## config.mk

```make
export PLATFORM = sky130hd
export DESIGN_NAME = maxnet_sequencer
export DESIGN_NICKNAME = d
export VERILOG_FILES = /design/src/rtl/maxnet_sequencer.sv
export SDC_FILE = /design/constraint.sdc
export NUM_CORES = 1
export LEC_CHECK = 0
export ABC_CLOCK_PERIOD_IN_PS = 1900
export CORE_ASPECT_RATIO = 1.75
export CORE_MARGIN = 3
export CORE_UTILIZATION = 43
export CTS_BUF_LIST = sky130_fd_sc_hd__clkbuf_8
export DETAILED_ROUTE_END_ITERATION = 8
export GPL_TIMING_DRIVEN = 0
export PLACE_DENSITY = 0.81
export SYNTH_ARGS = -nofsm -noshare
export SYNTH_HDL_FRONTEND = slang
export SYNTH_SLANG_ARGS = --single-unit
```

## constraint.sdc

```tcl
create_clock -name clk -period 1.9 [get_ports clk]
set_input_delay 0.38 -clock clk [delete_from_list [all_inputs] [get_ports clk]]
set_output_delay 0.38 -clock clk [all_outputs]
set_load 0.005 [all_outputs]
```

## src/rtl/maxnet_sequencer.sv

```systemverilog
`default_nettype none
// ============================================================================
// Module   : maxnet_sequencer
// Purpose  : Time-multiplexes a single PU over the 4 neurons of a Maxnet.
//            For each neuron it presents the activation vector and the
//            neuron's weight row, pulses the PU multiplier and adder register
//            enables, then captures the PU result. After all 4 neurons it
//            updates the activations synchronously and repeats until at most
//            one neuron is non-zero or MAX_ITER iterations have run.
// Ports    : clk, rst                  - clock, synchronous active-high reset
//            start                     - begin a competition (IDLE/DONE only)
//            x_in0..3, w_self, w_other - initial activations and weights
//            pu_x0..3, pu_w0..3        - PU operands (activations, weight row)
//            mult_reg_en, add_reg_en   - PU pipeline register enables
//            pu_new_value, pu_zero     - PU result for the current neuron
//            busy, done, winner_idx, no_winner, timeout, iter_count
//                                      - status / result
//            x_out0..3                 - current activations
// Revision : 1.0 - initial release
// ============================================================================
module maxnet_sequencer #(
    parameter int WIDTH    = 5,
    parameter int MAX_ITER = 15
) (
    input  logic             clk,
    input  logic             rst,
    input  logic             start,
    input  logic [WIDTH-1:0] x_in0,
    input  logic [WIDTH-1:0] x_in1,
    input  logic [WIDTH-1:0] x_in2,
    input  logic [WIDTH-1:0] x_in3,
    input  logic [WIDTH-1:0] w_self,
    input  logic [WIDTH-1:0] w_other,
    output logic [WIDTH-1:0] pu_x0,
    output logic [WIDTH-1:0] pu_x1,
    output logic [WIDTH-1:0] pu_x2,
    output logic [WIDTH-1:0] pu_x3,
    output logic [WIDTH-1:0] pu_w0,
    output logic [WIDTH-1:0] pu_w1,
    output logic [WIDTH-1:0] pu_w2,
    output logic [WIDTH-1:0] pu_w3,
    output logic             mult_reg_en,
    output logic             add_reg_en,
    input  logic [WIDTH-1:0] pu_new_value,
    input  logic             pu_zero,
    output logic             busy,
    output logic             done,
    output logic [1:0]       winner_idx,
    output logic             no_winner,
    output logic             timeout,
    output logic [3:0]       iter_count,
    output logic [WIDTH-1:0] x_out0,
    output logic [WIDTH-1:0] x_out1,
    output logic [WIDTH-1:0] x_out2,
    output logic [WIDTH-1:0] x_out3
);

    localparam logic [4:0] c_max_iter = 5'(MAX_ITER);

    typedef enum logic [2:0] {
        S_IDLE  = 3'd0,
        S_LOAD  = 3'd1,
        S_MULT  = 3'd2,
        S_ADD   = 3'd3,
        S_CAP   = 3'd4,
        S_CHECK = 3'd5,
        S_DONE  = 3'd6
    } state_t;

    state_t           r_state;
    state_t           w_next_state;

    logic [WIDTH-1:0] r_a   [4];    // activations used by the current iteration
    logic [WIDTH-1:0] r_nxt [4];    // results collected during the iteration
    logic [3:0]       r_zmask;      // 1 = neuron reported zero this iteration
    logic [1:0]       r_n;          // neuron currently on the PU
    logic [3:0]       r_iter;
    logic [1:0]       r_winner;
    logic             r_no_winner;
    logic             r_timeout;

    logic [2:0]       w_nz_cnt;     // neurons still non-zero
    logic [1:0]       w_first_nz;   // lowest index still non-zero
    logic             w_last_iter;
    logic             w_mult_en;
    logic             w_add_en;
    logic [WIDTH-1:0] w_row [4];

    // ------------------------------------------------------------------
    // Survivor analysis of the just-completed iteration
    // ------------------------------------------------------------------
    always_comb begin
        w_nz_cnt   = 3'd0;
        w_first_nz = 2'd0;
        // Walk downward so the last hit is the lowest index
        for (int i = 3; i >= 0; i--) begin
            if (!r_zmask[i]) begin
                w_nz_cnt   = w_nz_cnt + 3'd1;
                w_first_nz = 2'(i);
            end
        end
    end

    assign w_last_iter = (({1'b0, r_iter} + 5'd1) == c_max_iter);

    // ------------------------------------------------------------------
    // Next-state and enable decode
    // ------------------------------------------------------------------
    always_comb begin
        w_next_state = r_state;
        w_mult_en    = 1'b0;
        w_add_en     = 1'b0;
        case (r_state)
            S_IDLE:  if (start) w_next_state = S_LOAD;
            S_LOAD:  w_next_state = S_MULT;
            S_MULT: begin
                w_mult_en    = 1'b1;
                w_next_state = S_ADD;
            end
            S_ADD: begin
                w_add_en     = 1'b1;
                w_next_state = S_CAP;
            end
            S_CAP:   w_next_state = (r_n == 2'd3) ? S_CHECK : S_MULT;
            S_CHECK: w_next_state = ((w_nz_cnt <= 3'd1) || w_last_iter) ? S_DONE : S_MULT;
            S_DONE:  if (start) w_next_state = S_LOAD;
            default: w_next_state = S_IDLE;
        endcase
    end

    // ------------------------------------------------------------------
    // State and datapath registers
    // ------------------------------------------------------------------
    always_ff @(posedge clk) begin
        if (rst) begin
            r_state     <= S_IDLE;
            for (int i = 0; i < 4; i++) begin
                r_a[i]   <= '0;
                r_nxt[i] <= '0;
            end
            r_zmask     <= 4'd0;
            r_n         <= 2'd0;
            r_iter      <= 4'd0;
            r_winner    <= 2'd0;
            r_no_winner <= 1'b0;
            r_timeout   <= 1'b0;
        end else begin
            r_state <= w_next_state;
            case (r_state)
                S_IDLE, S_DONE: begin
                    if (start) begin
                        r_winner    <= 2'd0;
                        r_no_winner <= 1'b0;
                        r_timeout   <= 1'b0;
                    end
                end
                S_LOAD: begin
                    r_a[0] <= x_in0;
                    r_a[1] <= x_in1;
                    r_a[2] <= x_in2;
                    r_a[3] <= x_in3;
                    r_n    <= 2'd0;
                    r_iter <= 4'd0;
                end
                S_CAP: begin
                    r_nxt[r_n]   <= pu_new_value;
                    r_zmask[r_n] <= pu_zero;
                    r_n          <= r_n + 2'd1;
                end
                S_CHECK: begin
                    // All four neurons were computed from the old r_a
                    for (int i = 0; i < 4; i++) begin
                        r_a[i] <= r_nxt[i];
                    end
                    if ({1'b0, r_iter} < c_max_iter) begin
                        r_iter <= r_iter + 4'd1;
                    end
                    if (w_nz_cnt <= 3'd1) begin
                        r_no_winner <= (w_nz_cnt == 3'd0);
                        r_winner    <= (w_nz_cnt == 3'd0) ? 2'd0 : w_first_nz;
                    end else if (w_last_iter) begin
                        r_timeout <= 1'b1;
                        r_winner  <= 2'd0;
                    end
                end
                default: ;
            endcase
        end
    end

    // ------------------------------------------------------------------
    // Weight row for the neuron on the PU: diagonal gets w_self
    // ------------------------------------------------------------------
    for (genvar j = 0; j < 4; j++) begin : g_row
        assign w_row[j] = (r_n == 2'(j)) ? w_self : w_other;
    end

    assign pu_w0       = w_row[0];
    assign pu_w1       = w_row[1];
    assign pu_w2       = w_row[2];
    assign pu_w3       = w_row[3];

    assign pu_x0       = r_a[0];
    assign pu_x1       = r_a[1];
    assign pu_x2       = r_a[2];
    assign pu_x3       = r_a[3];
    assign x_out0      = r_a[0];
    assign x_out1      = r_a[1];
    assign x_out2      = r_a[2];
    assign x_out3      = r_a[3];

    assign mult_reg_en = w_mult_en;
    assign add_reg_en  = w_add_en;
    assign busy        = (r_state != S_IDLE) && (r_state != S_DONE);
    assign done        = (r_state == S_DONE);
    assign winner_idx  = r_winner;
    assign no_winner   = r_no_winner;
    assign timeout     = r_timeout;
    assign iter_count  = r_iter;

endmodule
`default_nettype wire
```

### Word-level counts from Yosys, hierarchy flattened

Memory sizes are Yosys's and may differ from the RTL's.
Index checks and enable logic that the tools add are counted.

| storage, ports and cells | value |
|---|---|
| flip-flop bits (word level) | 17 |
| latch bits | 0 |
| memory bits (writable) | 40 |
| memory bits (read-only) | 0 |
| bits of input ports | 39 |
| output and inout bits | 72 |
| logic and storage cells | 117 |
| memories kept | 2 |

Memory list:

| name | words | width | read ports | clocked after Yosys merged registers in | write ports | RTL line | source |
|---|---|---|---|---|---|---|---|
| r_a | 4 | 5 | 4 | 0 | 4 | 73 | `logic [WIDTH-1:0] r_a [4];` |
| r_nxt | 4 | 5 | 4 | 0 | 4 | 74 | `logic [WIDTH-1:0] r_nxt [4];` |

| cells by class | value |
|---|---|
| add/sub/neg operators | 6 |
| multiply operators | 0 |
| divide/modulo/power cells | 0 |
| $lt $le $gt $ge | 4 |
| equality and inequality tests | 17 |
| shift-type cells | 0 |
| mux-type cells | 57 |
| bitwise gates (word level) | 8 |
| reduce and logical (&&, ||, !) cells | 16 |

Operators by type and width:

| operator | count |
|---|---|
| 2-to-1 mux 5 bit | 13 |
| 2-to-1 mux 1 bit | 20 |
| 2-to-1 mux 2 bit | 9 |
| 2-to-1 mux 3 bit | 6 |
| case mux 3 bit (6 select lines) | 1 |
| adder 3 x 1 -> 3 bit, second input constant | 3 |
| equality test 3 bit, second input constant | 3 |
| != test 2 bit, second input constant | 4 |
| bitwise OR 1 bit | 8 |
| case mux 2 bit (2 select lines) | 2 |
| case mux 4 bit (2 select lines) | 1 |
| equality test 3 x 2 -> 1 bit, second input constant | 2 |
| zero test 3 bit | 2 |
| != test 3 bit, second input constant | 2 |
| AND reduction 3 bit | 2 |
| nonzero test 2 bit | 3 |
| adder 4 x 1 -> 5 bit, second input constant | 1 |
| equality test 5 x 4 -> 1 bit, second input constant | 1 |
| OR reduction 5 bit | 1 |
| adder 4 x 1 -> 4 bit, second input constant | 1 |
| bitwise mux 4 bit | 1 |
| equality test 2 bit, second input constant | 2 |
| less-than comparator 4 bit, second input constant | 1 |
| 2-to-1 mux 4 bit | 1 |
| other kinds (16) | 18 |

### Logic depth before layout (Yosys ltp)

| logic depth | value |
|---|---|
| word-level depth | 11 |
| mapped depth | 8 |
| gate-level depth less buffers | 7 |

### Worst setup path after synthesis

OpenSTA, ideal clock, no wires.

| path | value |
|---|---|
| path kind | register to register |
| start | reg r_zmask[2] |
| end | reg r_no_winner (netlist: no_winner) |
| library setup time | 0.074 ns |
| arrival | 1.761 ns |
| required time | 1.826 ns |
| slack | 0.065 ns |
| stages on the path, launching flop included | 9 |
| clock period less this slack | 1.835 ns |
| cells stage by stage | dfxtp_1 inv_1 ha_1 buf_6 and2b_4 mux2i_1 nand3_2 or3b_1 a31oi_1 |

| on the way | value |
|---|---|
| cells in the longest elaborated chain, start to end | 8 |
| elaborated cells on any way between the ends | 11 |
| classes of those cells | add/sub: 2; order compare: 1; eq/ne: 1; mux: 5; reduce/logical: 2 |

RTL lines:

| element | RTL line | source |
|---|---|---|
| start: declaration | 75 | `logic [3:0] r_zmask;` |
| start signal: indexed assignment | 167 | `r_zmask[r_n] <= pu_zero;` |
| 2-to-1 mux 3 bit (*) | 97 | `if (!r_zmask[i]) begin` |
| adder 3 x 1 -> 3 bit | 98 | `w_nz_cnt = w_nz_cnt + 3'd1;` |
| 2-to-1 mux 3 bit (*) | 97 |  |
| adder 3 x 1 -> 3 bit | 98 |  |
| 2-to-1 mux 3 bit (*) | 97 |  |
| less-or-equal comparator 3 x 1 -> 1 bit / zero test 3 bit (equally long branches) | 178, 179 |  |
| != test 2 bit (no source line) / 2-to-1 mux 1 bit (equally long branches) | - |  |
| AND reduction 3 bit (no source line) / case mux 1 bit (2 select lines) (equally long branches) | - |  |
| end signal: assignment | 179 | `r_no_winner <= (w_nz_cnt == 3'd0);` |
| end: declaration | 79 | `logic r_no_winner;` |

Every way passes the cells marked *; elsewhere a longest branch is shown, timed or not. The select of a mux whose other input is x is not followed.
A chain may end at the register's enable or synchronous reset.

### Final worst setup path

| path | value |
|---|---|
| start | reg r_n[0] |
| end | out pu_w0[1] |

| on the way | value |
|---|---|
| cells in the longest elaborated chain, start to end | 2 |

RTL lines:

| element | RTL line | source |
|---|---|---|
| start: declaration | 76 | `logic [1:0] r_n;` |
| start signal: assignment | 168 | `r_n <= r_n + 2'd1;` |
| zero test 2 bit | 195 | `assign w_row[j] = (r_n == 2'(j)) ? w_self : w_other;` |
| 2-to-1 mux 5 bit | 195 |  |
| end: declaration | 38 | `output logic [WIDTH-1:0] pu_w0,` |

Every way passes these cells.

==> reports/metrics.json <==
{
  "cts_tree": {"value": "yes"},
  "clock_latency": {"value": 0.34, "unit": "ns"},
  "fp-row-count": {"value": 41},
  "wl_met1": {"value": 2.96, "unit": "mm"},
  "wl": {"value": 8.29, "unit": "mm"},
  "layout.cells.most_common_list": {"value": "sky130_fd_sc_hd__clkdlybuf4s50_1 (86), sky130_fd_sc_hd__buf_4 (44), sky130_fd_sc_hd__edfxtp_1 (40), sky130_fd_sc_hd__buf_6 (27), sky130_fd_sc_hd__and2_1 (23)"},
  "n_fill_cell": {"value": 547},
  "synth_fp_nets": {"value": 345},
  "route.vias.total": {"value": 2786},
  "grt_usage": {"value": 19.3, "unit": "%"},
  "ant_nets": {"value": 0},
  "postSynthCellCount": {"value": 295},
  "slew_violations": {"value": 0},
  "clk_root_buffer_cell": {"value": "sky130_fd_sc_hd__clkbuf_8"},
  "worst_ep_arrival_time": {"value": 1.62, "unit": "ns"},
  "post-route-util": {"value": 70.1, "unit": "%"},
  "grt-ovfl-total": {"value": 0},
  "floorplan.initialDensity": {"value": 44.7, "unit": "%"},
  "detailedRoute.firstPassIterationCount": {"value": 4},
  "drtIter0Drc": {"value": 192},
  "critPathMaxFanout": {"value": 6},
  "cts_inserted_buffers": {"value": 9},
  "syn_to_final_growth": {"value": 56.7, "unit": "%"},
  "clk_pin_slew": {"value": 0.06, "unit": "ns"},
  "total_power": {"value": 0.00311, "unit": "W"},
  "antenna_found_initial": {"value": 0},
  "worst_min_delay_path_class": {"value": "register to register"},
  "drv.max_cap_violation_count": {"value": 0},
  "die_area": {"value": 8700, "unit": "um^2"},
  "dpl.hpwl": {"value": 5.80, "unit": "mm"},
  "commonest_non_fill_non_tap_cell_in_the_layout": {"value": "sky130_fd_sc_hd__clkdlybuf4s50_1"},
  "fmax": {"value": 499, "unit": "MHz"},
  "ys_ff_latch": {"value": 57},
  "finalCriticalPeriod": {"value": 2.00, "unit": "ns"},
  "run_status": {"value": "complete, but fails checks"},
  "grt_setup_unrepaired": {"value": "true"},
  "final.period_utilization": {"value": 105, "unit": "%"},
  "grt_max_degree": {"value": 11},
  "timing.hold.worst_path_depth": {"value": 2},
  "cts_max_level": {"value": 3},
  "clock_skew": {"value": 0.0107, "unit": "ns"},
  "vdd.ir_drop.worst": {"value": 440, "unit": "uV"},
  "power-per-cell-area": {"value": 609, "unit": "nW/um^2"},
  "synth_top_area_share": {"value": 36.9, "unit": "%"},
  "routability_driven_placement_congestion_ratio": {"value": 0.792},
  "route.met3.wl": {"value": 389, "unit": "um"},
  "route.detailed.drc": {"value": 0},
  "critical_path.endpoint_type": {"value": "output pin"},
  "core_region_area": {"value": 7280, "unit": "um^2"},
  "detail_route.wl_per_cell": {"value": 15.4, "unit": "um"},
  "cts-hold-fix-buffers": {"value": 0},
  "design.final.nets": {"value": 496},
  "ys_async_sr_fraction": {"value": 0, "unit": "%"},
  "ioPinCount": {"value": 111},
  "vias_per_cell": {"value": 5.19},
  "synth_unique_cells": {"value": 54},
  "cp_data_required_time": {"value": 1.52, "unit": "ns"},
  "synth_area_per_cell": {"value": 11.0, "unit": "um^2"},
  "dp_cells": {"value": 491},
  "portBuffers": {"value": 110},
  "multi_input_area": {"value": 1550, "unit": "um^2"},
  "worst_r2r_path_depth": {"value": 7},
  "fraction_of_the_yosys_area_taken_by_sequential_cells": {"value": 47.3, "unit": "%"},
  "synthesis.yosys.warnings": {"value": 0},
  "share_of_final_layout_standard_cells_stronger_than_drive_strength_1": {"value": 34.4, "unit": "%"},
  "n_antenna_cell": {"value": 0},
  "number_of_flops_mapped_to_enable_cells_by_yosys": {"value": 40},
  "cell_type_contributing_the_most_total_cell_area_after_synthesis": {"value": "sky130_fd_sc_hd__edfxtp_1"},
  "detailroute.wirelength.met2": {"value": 4.81, "unit": "mm"},
  "syn_area": {"value": 3260, "unit": "um^2"},
  "grt_pass1_wl": {"value": 12.9, "unit": "mm"},
  "hold_viol": {"value": 0},
  "top_layer_used": {"value": "met4"},
  "die_h": {"value": 121, "unit": "um"},
  "area.sequential": {"value": 1560, "unit": "um^2"},
  "tightest_slew": {"value": 0.540, "unit": "ns"},
  "tritoncts_num_sinks": {"value": 57},
  "top_flip_flop_cell_by_instance_count_after_synthesis": {"value": "sky130_fd_sc_hd__edfxtp_1"},
  "timing.slew.headroom": {"value": 64.0, "unit": "%"},
  "die_width": {"value": 71.8, "unit": "um"},
  "number_of_global_route_vias_before_repair": {"value": 2756},
  "violations": {"value": "negative setup slack"},
  "worst_setup_path_class": {"value": "register to output pin"},
  "setup-violations-final": {"value": 9},
  "layout.cells.non_filler": {"value": 537},
  "worst_slack": {"value": -0.103, "unit": "ns"},
  "synth.area.top_cells": {"value": "sky130_fd_sc_hd__edfxtp_1 (37%), sky130_fd_sc_hd__dfxtp_1 (10%), sky130_fd_sc_hd__mux2_2 (6.9%)"},
  "timing.critical_path.from_type": {"value": "register"},
  "power_leakage": {"value": 2.04, "unit": "nW"},
  "cts_buffer_depth": {"value": 2}
}
[state kept, by name, summed over array words and instances, names as in the netlist]
| name | flops |
|---|---|
| no_winner | 1 |
| winner_idx | 2 |
| r_state | 3 |
| r_n | 2 |
| iter_count | 4 |
| r_a | 20 |
| r_nxt | 20 |
| timeout | 1 |
| r_zmask | 4 |
[synthesized netlist by cell type (2+ instances only)]
library cell,count
sky130_fd_sc_hd__a31oi_1,8
sky130_fd_sc_hd__a21oi_1,13
sky130_fd_sc_hd__nand3_1,6
sky130_fd_sc_hd__buf_2,8
sky130_fd_sc_hd__buf_4,20
sky130_fd_sc_hd__o21ai_0,7
sky130_fd_sc_hd__nor2_1,11
sky130_fd_sc_hd__mux2i_1,4
sky130_fd_sc_hd__or2_2,2
sky130_fd_sc_hd__nor2b_1,3
sky130_fd_sc_hd__a22o_1,19
sky130_fd_sc_hd__clkbuf_1,5
sky130_fd_sc_hd__buf_6,2
sky130_fd_sc_hd__o2bb2ai_1,2
sky130_fd_sc_hd__nor3_4,2
sky130_fd_sc_hd__and3_1,4
sky130_fd_sc_hd__clkbuf_8,2
sky130_fd_sc_hd__and2_1,23
sky130_fd_sc_hd__a211oi_1,2
sky130_fd_sc_hd__ha_1,11
sky130_fd_sc_hd__inv_1,7
sky130_fd_sc_hd__nand2b_1,9
sky130_fd_sc_hd__nand2_1,13
sky130_fd_sc_hd__edfxtp_1,40
sky130_fd_sc_hd__nor3_1,7
sky130_fd_sc_hd__nand4b_1,2
sky130_fd_sc_hd__dfxtp_1,17
sky130_fd_sc_hd__mux2_2,20
[per-stage QoR]
| stage | setup TNS, ns | setup slack (ns) | hold slack (ns) | cell area [um^2] |
|---|---|---|---|---|
| CTS | -0.773 | -0.127 | 0.491 | 4970 |
| detailed placement | -11.94 | -0.340 | 0.481 | 4470 |
| finish | -0.478 | -0.103 | 0.488 | 5100 |
| floorplan | 0 | 0.0646 | 0.467 | 3260 |
| global placement | -9.94 | -0.321 | 0.470 | 4470 |
| global route | -1.19 | -0.151 | 0.505 | 5100 |
[path summary, 6_finish.rpt]
kind,start,end,slack (ns)
setup reg to reg,r_zmask[2]$_SDFFE_PP0P_,no_winner$_SDFFE_PP0P_,0.10
hold / removal,winner_idx[0]$_SDFFE_PP0P_,winner_idx[0]$_SDFFE_PP0P_,0.49
hold reg to reg,winner_idx[0]$_SDFFE_PP0P_,winner_idx[0]$_SDFFE_PP0P_,0.49
setup / recovery,r_n[0]$_SDFFE_PP0P_,pu_w0[1],-0.10
[critical path: stages, from the launching register on]
cell                      delay (ns)
sky130_fd_sc_hd__dfxtp_4        0.39
sky130_fd_sc_hd__inv_6          0.08
sky130_fd_sc_hd__ha_4           0.18
sky130_fd_sc_hd__buf_6          0.11
sky130_fd_sc_hd__buf_6          0.08
sky130_fd_sc_hd__mux2_2         0.32
sky130_fd_sc_hd__buf_2          0.12
[power breakdown]
part,internal (W),switching [W]
Clock,0.000624,0.000473
Combinational,0.000378,0.000215
Sequential,0.00139,0.0000289
[cell families (layout without fill, tap and decap cells)]
logic type / after synthesis / in the layout / synth area share (%)
compound gates: 60 / 60 / 13.0
simple gates: 95 / 95 / 17.8
xor+xnor: 2 / 2 / 0.538
mux: 24 / 24 / 8.14
flops: 57 / 57 / 47.3
fa+ha+maj: 11 / 11 / 4.23
buf+inv: 46 / 202 / 8.99
[area by class of cell]
class / count / area share [%]
buffer: 32 / 5.22
clock buffer: 10 / 2.70
clock inverter: 6 / 1.05
inverter: 8 / 0.785
multi-input combinational: 192 / 30.3
sequential: 57 / 30.5
tap: 86 / 2.11
timing repair buffer: 146 / 27.3
[layer usage]
metal,GRT usage [%],vias up
met4,7.65,0
met2,37.0,93
met3,4.15,10
li1,-,1348
met1,19.4,1335
met5,0,-
[repair_timing]
action	in CTS	in global routing
gates resized for setup	128	34
setup endpoints to repair	46	44
pin swaps	4	8
buffers inserted	32	7
Note: power is estimated with default switching activity, not from simulation.
